### src/rtl/jellyvl_time_counter_if.sv
// ----------------------------------------------------------------------------
// jellyvl_time_counter_if
//   Bundles the control, request/response and time outputs of
//   jellyvl_time_counter.
//
//   Handshake rule (set_* and adj_*): a request transfers on a rising clock
//   edge where valid && ready are both 1. valid may be raised at any time.
//   The requester keeps its payload stable while valid is high and ready is
//   low. ready may depend combinationally on valid in the same cycle. It
//   never depends on the payload.
//
//   master : time consumer/controller (drives enable, step, slew_limit,
//            set_*, adj_*; observes ready flags, busy, current_time)
//   slave  : jellyvl_time_counter
// ----------------------------------------------------------------------------
interface jellyvl_time_counter_if #(
    parameter int TIMER_WIDTH = 64,
    parameter int STEP_WIDTH  = 32,
    parameter int ADJ_WIDTH   = 32
);
    logic                        enable;
    logic [STEP_WIDTH-1:0]       step;
    logic [STEP_WIDTH-1:0]       slew_limit;
    logic                        set_valid;
    logic                        set_ready;
    logic [TIMER_WIDTH-1:0]      set_time;
    logic                        adj_valid;
    logic                        adj_ready;
    logic signed [ADJ_WIDTH-1:0] adj_value;
    logic                        busy;
    logic [TIMER_WIDTH-1:0]      current_time;

    modport master (
        output enable, step, slew_limit,
        output set_valid, set_time, adj_valid, adj_value,
        input  set_ready, adj_ready, busy, current_time
    );

    modport slave (
        input  enable, step, slew_limit,
        input  set_valid, set_time, adj_valid, adj_value,
        output set_ready, adj_ready, busy, current_time
    );
endinterface

### src/rtl/jellyvl_time_counter.sv
// ----------------------------------------------------------------------------
// jellyvl_time_counter
//   Free-running local time base. Each enabled cycle a fixed-point step
//   (FRAC_WIDTH fraction bits) is added to an internal accumulator. The
//   integer part of the accumulator is current_time. The block supports an
//   absolute set and a signed offset adjustment. The priority order is
//   set > adjust > count.
//
//   Build option JELLYVL_TIME_COUNTER_SLEW_EN:
//     defined   : the offset is slewed in over several cycles, bounded by
//                 slew_limit. Time never decreases while slewing.
//     undefined : the offset is added in the accept cycle. Time may jump
//                 backwards. busy is always 0 and slew_limit is unused.
//
//   Ports:
//     clk, rst_n : clock, asynchronous active-low reset
//     bus        : jellyvl_time_counter_if.slave
//                  (enable, step, slew_limit, set_*, adj_*, busy,
//                   current_time)
// ----------------------------------------------------------------------------
module jellyvl_time_counter #(
    parameter int TIMER_WIDTH = 64,
    parameter int FRAC_WIDTH  = 16,
    parameter int STEP_WIDTH  = 32,
    parameter int ADJ_WIDTH   = 32
) (
    input logic                    clk,
    input logic                    rst_n,
    jellyvl_time_counter_if.slave  bus
);
    localparam int ACC_W = TIMER_WIDTH + FRAC_WIDTH;

    logic [ACC_W-1:0] acc_q, acc_d;
    logic [ACC_W-1:0] step_acc;
    logic [ACC_W-1:0] set_acc;

    assign step_acc         = ACC_W'(bus.step);
    assign set_acc          = {bus.set_time, {FRAC_WIDTH{1'b0}}};
    assign bus.set_ready    = 1'b1;
    assign bus.current_time = acc_q[ACC_W-1:FRAC_WIDTH];

`ifdef JELLYVL_TIME_COUNTER_SLEW_EN
    // One spare bit keeps the negation of the most negative offset in range.
    localparam int REM_W = ADJ_WIDTH + FRAC_WIDTH + 1;
    localparam int CW    = (REM_W > STEP_WIDTH) ? REM_W : STEP_WIDTH;

    typedef enum logic {
        IDLE = 1'b0,
        SLEW = 1'b1
    } state_t;

    state_t                   state_q, state_d;
    logic signed [REM_W-1:0]  rem_q, rem_d;
    logic signed [REM_W-1:0]  adj_rem;
    logic [CW-1:0]            rem_mag;
    logic [CW-1:0]            limit_cw;
    logic [CW-1:0]            step_cw;
    logic [CW-1:0]            corr;
    logic [ACC_W-1:0]         corr_acc;

    assign adj_rem  = {bus.adj_value[ADJ_WIDTH-1], bus.adj_value, {FRAC_WIDTH{1'b0}}};
    assign rem_mag  = rem_q[REM_W-1] ? CW'($unsigned(-rem_q)) : CW'($unsigned(rem_q));
    assign limit_cw = CW'(bus.slew_limit);
    assign step_cw  = CW'(bus.step);
    assign corr_acc = ACC_W'(corr);

    // Negative corrections are also capped by step so the net increment
    // never goes below zero.
    always_comb begin
        corr = (rem_mag < limit_cw) ? rem_mag : limit_cw;
        if (rem_q[REM_W-1] && (step_cw < corr)) begin
            corr = step_cw;
        end
    end

    always_comb begin
        acc_d   = acc_q;
        rem_d   = rem_q;
        state_d = state_q;
        if (bus.set_valid) begin
            acc_d   = set_acc;
            rem_d   = '0;
            state_d = IDLE;
        end else if (state_q == IDLE) begin
            if (bus.enable) begin
                acc_d = acc_q + step_acc;
            end
            // In IDLE with no set, adj_ready is 1, so valid alone accepts.
            if (bus.adj_valid) begin
                rem_d   = adj_rem;
                state_d = (adj_rem != '0) ? SLEW : IDLE;
            end
        end else if (bus.enable) begin
            if (rem_q[REM_W-1]) begin
                acc_d = acc_q + step_acc - corr_acc;
                rem_d = rem_q + REM_W'(corr);
            end else begin
                acc_d = acc_q + step_acc + corr_acc;
                rem_d = rem_q - REM_W'(corr);
            end
            if (rem_d == '0) begin
                state_d = IDLE;
            end
        end
    end

    always_ff @(posedge clk or negedge rst_n) begin
        if (!rst_n) begin
            acc_q   <= '0;
            rem_q   <= '0;
            state_q <= IDLE;
        end else begin
            acc_q   <= acc_d;
            rem_q   <= rem_d;
            state_q <= state_d;
        end
    end

    assign bus.adj_ready = (state_q == IDLE) && !bus.set_valid;
    assign bus.busy      = (state_q == SLEW);
`else
    logic [ACC_W-1:0] adj_acc;
    logic             unused_slew_limit;

    assign adj_acc = {{(TIMER_WIDTH-ADJ_WIDTH){bus.adj_value[ADJ_WIDTH-1]}},
                      bus.adj_value, {FRAC_WIDTH{1'b0}}};
    assign unused_slew_limit = ^bus.slew_limit;

    always_comb begin
        acc_d = acc_q;
        if (bus.set_valid) begin
            acc_d = set_acc;
        end else begin
            if (bus.enable) begin
                acc_d = acc_d + step_acc;
            end
            if (bus.adj_valid) begin
                acc_d = acc_d + adj_acc;
            end
        end
    end

    always_ff @(posedge clk or negedge rst_n) begin
        if (!rst_n) begin
            acc_q <= '0;
        end else begin
            acc_q <= acc_d;
        end
    end

    assign bus.adj_ready = !bus.set_valid;
    assign bus.busy      = 1'b0;
`endif
endmodule
### src/flat_wrapper.sv
// flat-port wrapper written by rule: the top's interface ports become plain ports
module jellyvl_time_counter_flat 
#(
    parameter int TIMER_WIDTH = 64,
    parameter int FRAC_WIDTH  = 16,
    parameter int STEP_WIDTH  = 32,
    parameter int ADJ_WIDTH   = 32
)
  (clk, rst_n, bus_enable, bus_step, bus_slew_limit, bus_set_valid, bus_set_time, bus_adj_valid, bus_adj_value, bus_set_ready, bus_adj_ready, bus_busy, bus_current_time);
  jellyvl_time_counter_if #(.TIMER_WIDTH(TIMER_WIDTH), .STEP_WIDTH(STEP_WIDTH), .ADJ_WIDTH(ADJ_WIDTH)) bus_i ();
  input logic clk;
  input logic rst_n;
  input wire logic [$bits(bus_i.enable)-1:0] bus_enable;
  input wire logic [$bits(bus_i.step)-1:0] bus_step;
  input wire logic [$bits(bus_i.slew_limit)-1:0] bus_slew_limit;
  input wire logic [$bits(bus_i.set_valid)-1:0] bus_set_valid;
  input wire logic [$bits(bus_i.set_time)-1:0] bus_set_time;
  input wire logic [$bits(bus_i.adj_valid)-1:0] bus_adj_valid;
  input wire logic [$bits(bus_i.adj_value)-1:0] bus_adj_value;
  output wire logic [$bits(bus_i.set_ready)-1:0] bus_set_ready;
  output wire logic [$bits(bus_i.adj_ready)-1:0] bus_adj_ready;
  output wire logic [$bits(bus_i.busy)-1:0] bus_busy;
  output wire logic [$bits(bus_i.current_time)-1:0] bus_current_time;
  assign bus_i.enable = bus_enable;
  assign bus_i.step = bus_step;
  assign bus_i.slew_limit = bus_slew_limit;
  assign bus_i.set_valid = bus_set_valid;
  assign bus_i.set_time = bus_set_time;
  assign bus_i.adj_valid = bus_adj_valid;
  assign bus_i.adj_value = bus_adj_value;
  assign bus_set_ready = bus_i.set_ready;
  assign bus_adj_ready = bus_i.adj_ready;
  assign bus_busy = bus_i.busy;
  assign bus_current_time = bus_i.current_time;
  jellyvl_time_counter #(.TIMER_WIDTH(TIMER_WIDTH), .FRAC_WIDTH(FRAC_WIDTH), .STEP_WIDTH(STEP_WIDTH), .ADJ_WIDTH(ADJ_WIDTH)) u_core (.clk(clk), .rst_n(rst_n), .bus(bus_i));
endmodule
### config.mk
export PLATFORM = sky130hd
export DESIGN_NAME = jellyvl_time_counter_flat
export DESIGN_NICKNAME = d
export VERILOG_FILES = /design/src/rtl/jellyvl_time_counter_if.sv /design/src/rtl/jellyvl_time_counter.sv /design/src/flat_wrapper.sv
export SDC_FILE = /design/constraint.sdc
export NUM_CORES = 1
export LEC_CHECK = 0
export BUFFER_PORTS_ARGS = -buffer_cell sky130_fd_sc_hd__buf_4
export CAP_MARGIN = 25
export CELL_PAD_IN_SITES_DETAIL_PLACEMENT = 1
export CELL_PAD_IN_SITES_GLOBAL_PLACEMENT = 2
export CORE_MARGIN = 2
export CORE_UTILIZATION = 32
export DETAILED_ROUTE_END_ITERATION = 7
export PLACE_DENSITY_LB_ADDON = 0.1
export SLEW_MARGIN = 20
export SYNTH_ARGS = -nofsm -noshare
export SYNTH_HDL_FRONTEND = slang
export SYNTH_SLANG_ARGS = --single-unit
### constraint.sdc
create_clock -name clk -period 5.3 [get_ports clk]
set_input_delay 0 -clock clk [delete_from_list [all_inputs] [get_ports clk]]
set_output_delay 0 -clock clk [all_outputs]
set_load 0.05 [all_outputs]
# Word-level counts from Yosys, hierarchy flattened
# Index checks and enable logic that the tools add are counted.
classes:
  n_addsub: 2
  n_mul: 0
  n_div: 0
  order_cmp: 0
  eq_ne: 0
  n_shift: 0
  muxes: 4
  n_bitwise: 0
  reduce_logical: 1
ops:
  columns: ["operator", "count"]
  rows:
  - ["80-bit two-way mux", 4]
  - ["80-bit by 32-bit adder with 80-bit output", 1]
  - ["80-bit adder", 1]
  - ["1-bit logical NOT", 1]
totals:
  reg_bits: 80
  latchBits: 0
  mem_bits_rw: 0
  rom_bits: 0
  input_bits: 165
  wordCells: 8
  mem_count: 0

# Depth between registers and ports, before layout
logic_depth:
  depth_word: 6
  mapped_depth: 25
  depth_no_buf: 24

# Worst setup path after synthesis
# OpenSTA, ideal clock, no wires.
synth_path:
  kind: "reg2reg"
  from: "register u_core.acc_q[0]"
  to: "register u_core.acc_q[76]"
  setup_time_ns: 0.069
  arrival_ns: 4.787
  required_ns: 5.231
  path_slack_ns: 0.445
  stages_incl_launch_ff: 24
  period_less_slack_ns: 4.855
  path_cell_list: "dfrtp_1 ha_1 inv_1 fa_1 nor2b_1 o21ai_1 a211oi_1 o21a_1 o311a_4 o211ai_4 buf_2 a211oi_1 xor2_1 ha_1 and4_4 a21o_1 a311oi_1 nand2_1 o21a_1 o31a_1 a41oi_2 a31oi_1 o31a_1 nand3_1"
synth_between:
  elab_chain_cells: 6
synth_rtl:
  columns: ["item", "line_no", "source"]
  rows:
  - ["start, declared", "jellyvl_time_counter.sv:33", "logic [ACC_W-1:0] acc_q, acc_d;"]
  - ["start signal, assigned", "jellyvl_time_counter.sv:145", "acc_q <= '0;"]
  - ["start signal, assigned", "jellyvl_time_counter.sv:147", "acc_q <= acc_d;"]
  - ["80-bit by 32-bit adder with 80-bit output", "jellyvl_time_counter.sv:135", "acc_d = acc_d + step_acc;"]
  - ["80-bit two-way mux *", "jellyvl_time_counter.sv:134", "if (bus.enable) begin"]
  - ["80-bit two-way mux *", "jellyvl_time_counter.sv:131", "if (bus.set_valid) begin"]
  - ["80-bit adder", "jellyvl_time_counter.sv:138", "acc_d = acc_d + adj_acc;"]
  - ["80-bit two-way mux *", "jellyvl_time_counter.sv:137", "if (bus.adj_valid) begin"]
  - ["80-bit two-way mux *", "jellyvl_time_counter.sv:131", null]
  - ["via u_core.acc_d[76]", "jellyvl_time_counter.sv:33", null]
# Mark *: on every way through the listed nets, which the timed path passes. The rest lies on a longest branch. The select of a mux whose other input is x is not followed.

# Final worst setup path
# Same ends and word-level chain as after synthesis.

==> impl_metrics.py <==
metrics = {
    "logic_synthesis": {
        "synthTopCellsByArea": "dfrtp_1 18%, ha_1 11%, a21oi_1 6.6%",
        "yosysUniqueCellTypes": 91,
        "synth_edf_count": 0,
        "syn_area_sq_um": 11100,
        "synthFlopType": "dfrtp_1",
        "syn_inst": 1463,
        "yosys-top-cells-count": "164 x nand2_1, 146 x a21oi_1, 118 x nor2_1",
        "synth-seq-cells": 80,
        "synth_most_common_cell": "nand2_1",
        "avgSynthCellArea_sq_um": 7.59,
        "synth_top_area_cell": "dfrtp_1",
        "syn_nets": 1732,
        "yosysSeqAreaShare_pct": 18.0,
        "synth_warnings": 0,
        "post-synth-top-area-fraction_pct": 18.0,
        "async_flop_share_pct": 100,
    },
    "sta": {
        "holdWs_ns": 0.0751,
        "slew_headroom_pct": 28.3,
        "min_period_over_period_pct": 97.5,
        "rsz0062_at_grt": "true",
        "tightest_slew_ns": 1.07,
        "finalHoldViolations": 0,
        "slew_viol_final": 0,
        "period_minus_slack_ns": 5.17,
        "clock_skew_ns": 0.0118,
        "finalSetupViolCount": 0,
        "max_freq_mhz": 193,
    },
    "cts": {
        "clock_sinks": 80,
        "clock_path_buffers": 2,
        "cts_tree": "built",
        "htreeDepth": 3,
        "numCtsBuffers": 9,
        "clk_pin_slew_ns": 0.08,
        "cts-root-buf": "clkbuf_16",
        "clock_latency_ns": 0.39,
    },
    "placed_design": {
        "dpl_cell_area_sq_um": 14300,
        "hpwl_microns": 38600,
        "place_congestion": 0.920,
        "io_buffers": 197,
    },
    "critical_path": {
        "reg2reg_depth": 25,
        "regToRegSetupSlack_ns": 0.13,
        "endpoint_kind": "flip-flop",
        "reg2reg_to": "u_core.acc_q[76]",
        "worstSetupStartpointType": "flip-flop",
        "cp.required_ns": 5.62,
        "crit_type": "reg2reg",
        "arrival_ns": 5.49,
        "reg2reg_from": "u_core.acc_q[0]",
        "cp_max_fo": 6,
    },
    "routing": {
        "drtAntennaViolNets": 0,
        "drt_pass1_iterations": 6,
        "vias": 12893,
        "avgRoutedWirePerCell_microns": 21.3,
        "wl_microns": 50500,
        "vias_per_cell": 5.45,
        "drc": 0,
        "drt_iter0_markers": 762,
    },
    "die": {
        "die_area_sq_um": 36200,
        "core_sq_um": 34400,
        "die-width_microns": 190,
        "die_h_microns": 190,
        "start_util_pct": 32.3,
        "row_count": 68,
        "io_pins": 232,
    },
    "power": {
        "p_per_area_nw_per_um2": 386,
        "vdd_drop_max_mv": 0.225,
        "leakagePower_uw": 0.00752,
    },
    "global_route": {
        "grt_max_degree": 65,
        "grt_pass1_wl_microns": 76000,
        "grt.overflow.total": 0,
        "antenna_found_initial": 0,
        "grt_util_all_layers_pct": 27.3,
        "first_global_vias": 13503,
    },
    "finish": {
        "syn2layout_area_growth_pct": 48.2,
        "reg.largest.list": "u_core.acc_q (80)",
        "regArea_sq_um": 2000,
        "multi_input_area_sq_um": 8940,
        "drive_gt1_share_pct": 36.5,
        "fin_area_sq_um": 16400,
        "antennaDiodeCount": 0,
        "nNetsFinal": 2173,
        "largest_register_ffs": 80,
        "regMostFlops": "u_core.acc_q",
        "fin_util_pct": 47.9,
        "fill_cells": 4146,
    },
    "worst_hold_path": {
        "worstHoldStart": "bus_adj_value[0]",
        "whs_path_depth": 4,
        "hold_end": "u_core.acc_q[16]",
        "hp-class": "in2reg",
    },
    "run": {
        "drv_cap": 0,
    },
    "run_status": {
        "outcome": "finished, final reports clean",
    },
}
worst max path at each step:
stage	to	slack [ns]	from
detailed placement	u_core.acc_q[66]	-0.29	u_core.acc_q[1]
floorplan	u_core.acc_q[76]	0.44	u_core.acc_q[0]
CTS	u_core.acc_q[67]	-0.01	u_core.acc_q[1]
global route	u_core.acc_q[78]	-0.05	u_core.acc_q[0]
global placement	u_core.acc_q[70]	-0.29	u_core.acc_q[0]
finish	u_core.acc_q[76]	0.13	u_core.acc_q[0]
per-stage QoR:
stage	std cells	setup WS (ns)	setup TNS, ns	power, uW
final	2364	0.130	0	6350
after global routing	2364	-0.0547	-0.299	6770
after CTS	2339	-0.00955	-0.00955	6010
after detailed placement	2249	-0.294	-3.08	5100
after global placement	2249	-0.293	-2.05	5040
after floorplan	1463	0.445	0	3520
report_power, final:
part	switching (uW)	internal, uW	total, uW	leakage [uW]
Combinational	2640	2070	4700	0.00642
Clock	338	417	755	0.000149
Sequential	161	733	894	0.000943
Total	3140	3220	6350	0.00752
kinds of logic (layout without fill, tap and decap cells):
group	count (synthesis)	in the layout	share of synthesized area, %
AO/OA/AOI/OAI	457	457	27.6
AND/OR/NAND/NOR	490	490	21.0
flip-flops	80	80	18.0
multiplexers	26	26	2.46
adder cells (fa/ha/maj)	104	104	11.9
XOR/XNOR	122	122	9.69
buffers and inverters	182	628	9.22
other	2	2	0.0677
cells in the final DEF (no fill, tap or decap), types with 9 or more instances in the layout:
master	count
nand3_1	39
ha_2	10
ha_1	83
o21ai_1	27
o21ai_0	54
xnor2_2	9
clkbuf_16	9
a31oi_1	19
ha_4	9
a2bb2oi_1	16
buf_4	491
o21a_1	10
nor2_1	114
a211oi_1	13
nand2_1	161
inv_1	47
o21bai_1	9
xor2_1	62
mux2_2	9
a211oi_2	17
mux2i_1	16
and3_1	17
a21o_1	49
a21oi_2	20
xnor2_1	47
dlygate4sd3_1	66
nand4_1	41
nor3_1	23
a21oi_1	123
dfrtp_1	80
nor2b_1	11
final cells by class:
type                            count  area share (%)
Clock buffer                       10            1.39
Multi-Input combinational cell   1201            54.4
Sequential cell                    80            12.2
Timing Repair Buffer              563            26.9
Tap cell                          455            3.46
Inverter                           49            1.12
Clock inverter                      6           0.563
routing by layer:
| metal | part of all wire [%] | track usage [%] | vias to the layer above |
|---|---|---|---|
| met3 | 4.2 | 3.48 | 71 |
| li1 | - | - | 6145 |
| met1 | 46 | 36.2 | 6363 |
| met2 | 47 | 45.4 | 314 |
| met5 | 0 | 0 | - |
| met4 | 2.7 | 9.75 | 0 |
worst max-delay path, cell delays in order, from the launching register on:
cell and delay, ns:
dfrtp_1 0.36, ha_2 0.19, inv_2 0.04, fa_2 0.34, nor2b_2 0.15, o21ai_2 0.08
a211oi_2 0.18, o21a_2 0.20, o311a_4 0.27, o21bai_2 0.10, and4_1 0.22, o31ai_2 0.26
ha_1 0.31, buf_6 0.15, a21oi_2 0.12, nand2_1 0.08, a211oi_2 0.26, buf_4 0.18
a211oi_2 0.06, buf_4 0.15, o21a_4 0.22, o31a_1 0.32, a41oi_2 0.32, a31oi_2 0.16
o31a_1 0.29, nand3_1 0.08
timing repair:
| action | 4_1_cts | 5_1_grt |
|---|---|---|
| hold buffers | 66 | 0 |
| resized for setup | 38 | 147 |
| pin swaps | 25 | 65 |
| buffers inserted | 8 | 25 |
| endpoints found under the setup margin | 28 | 39 |
| hold endpoints to repair | 100 | 0 |
(Power assumes the default switching activity.)
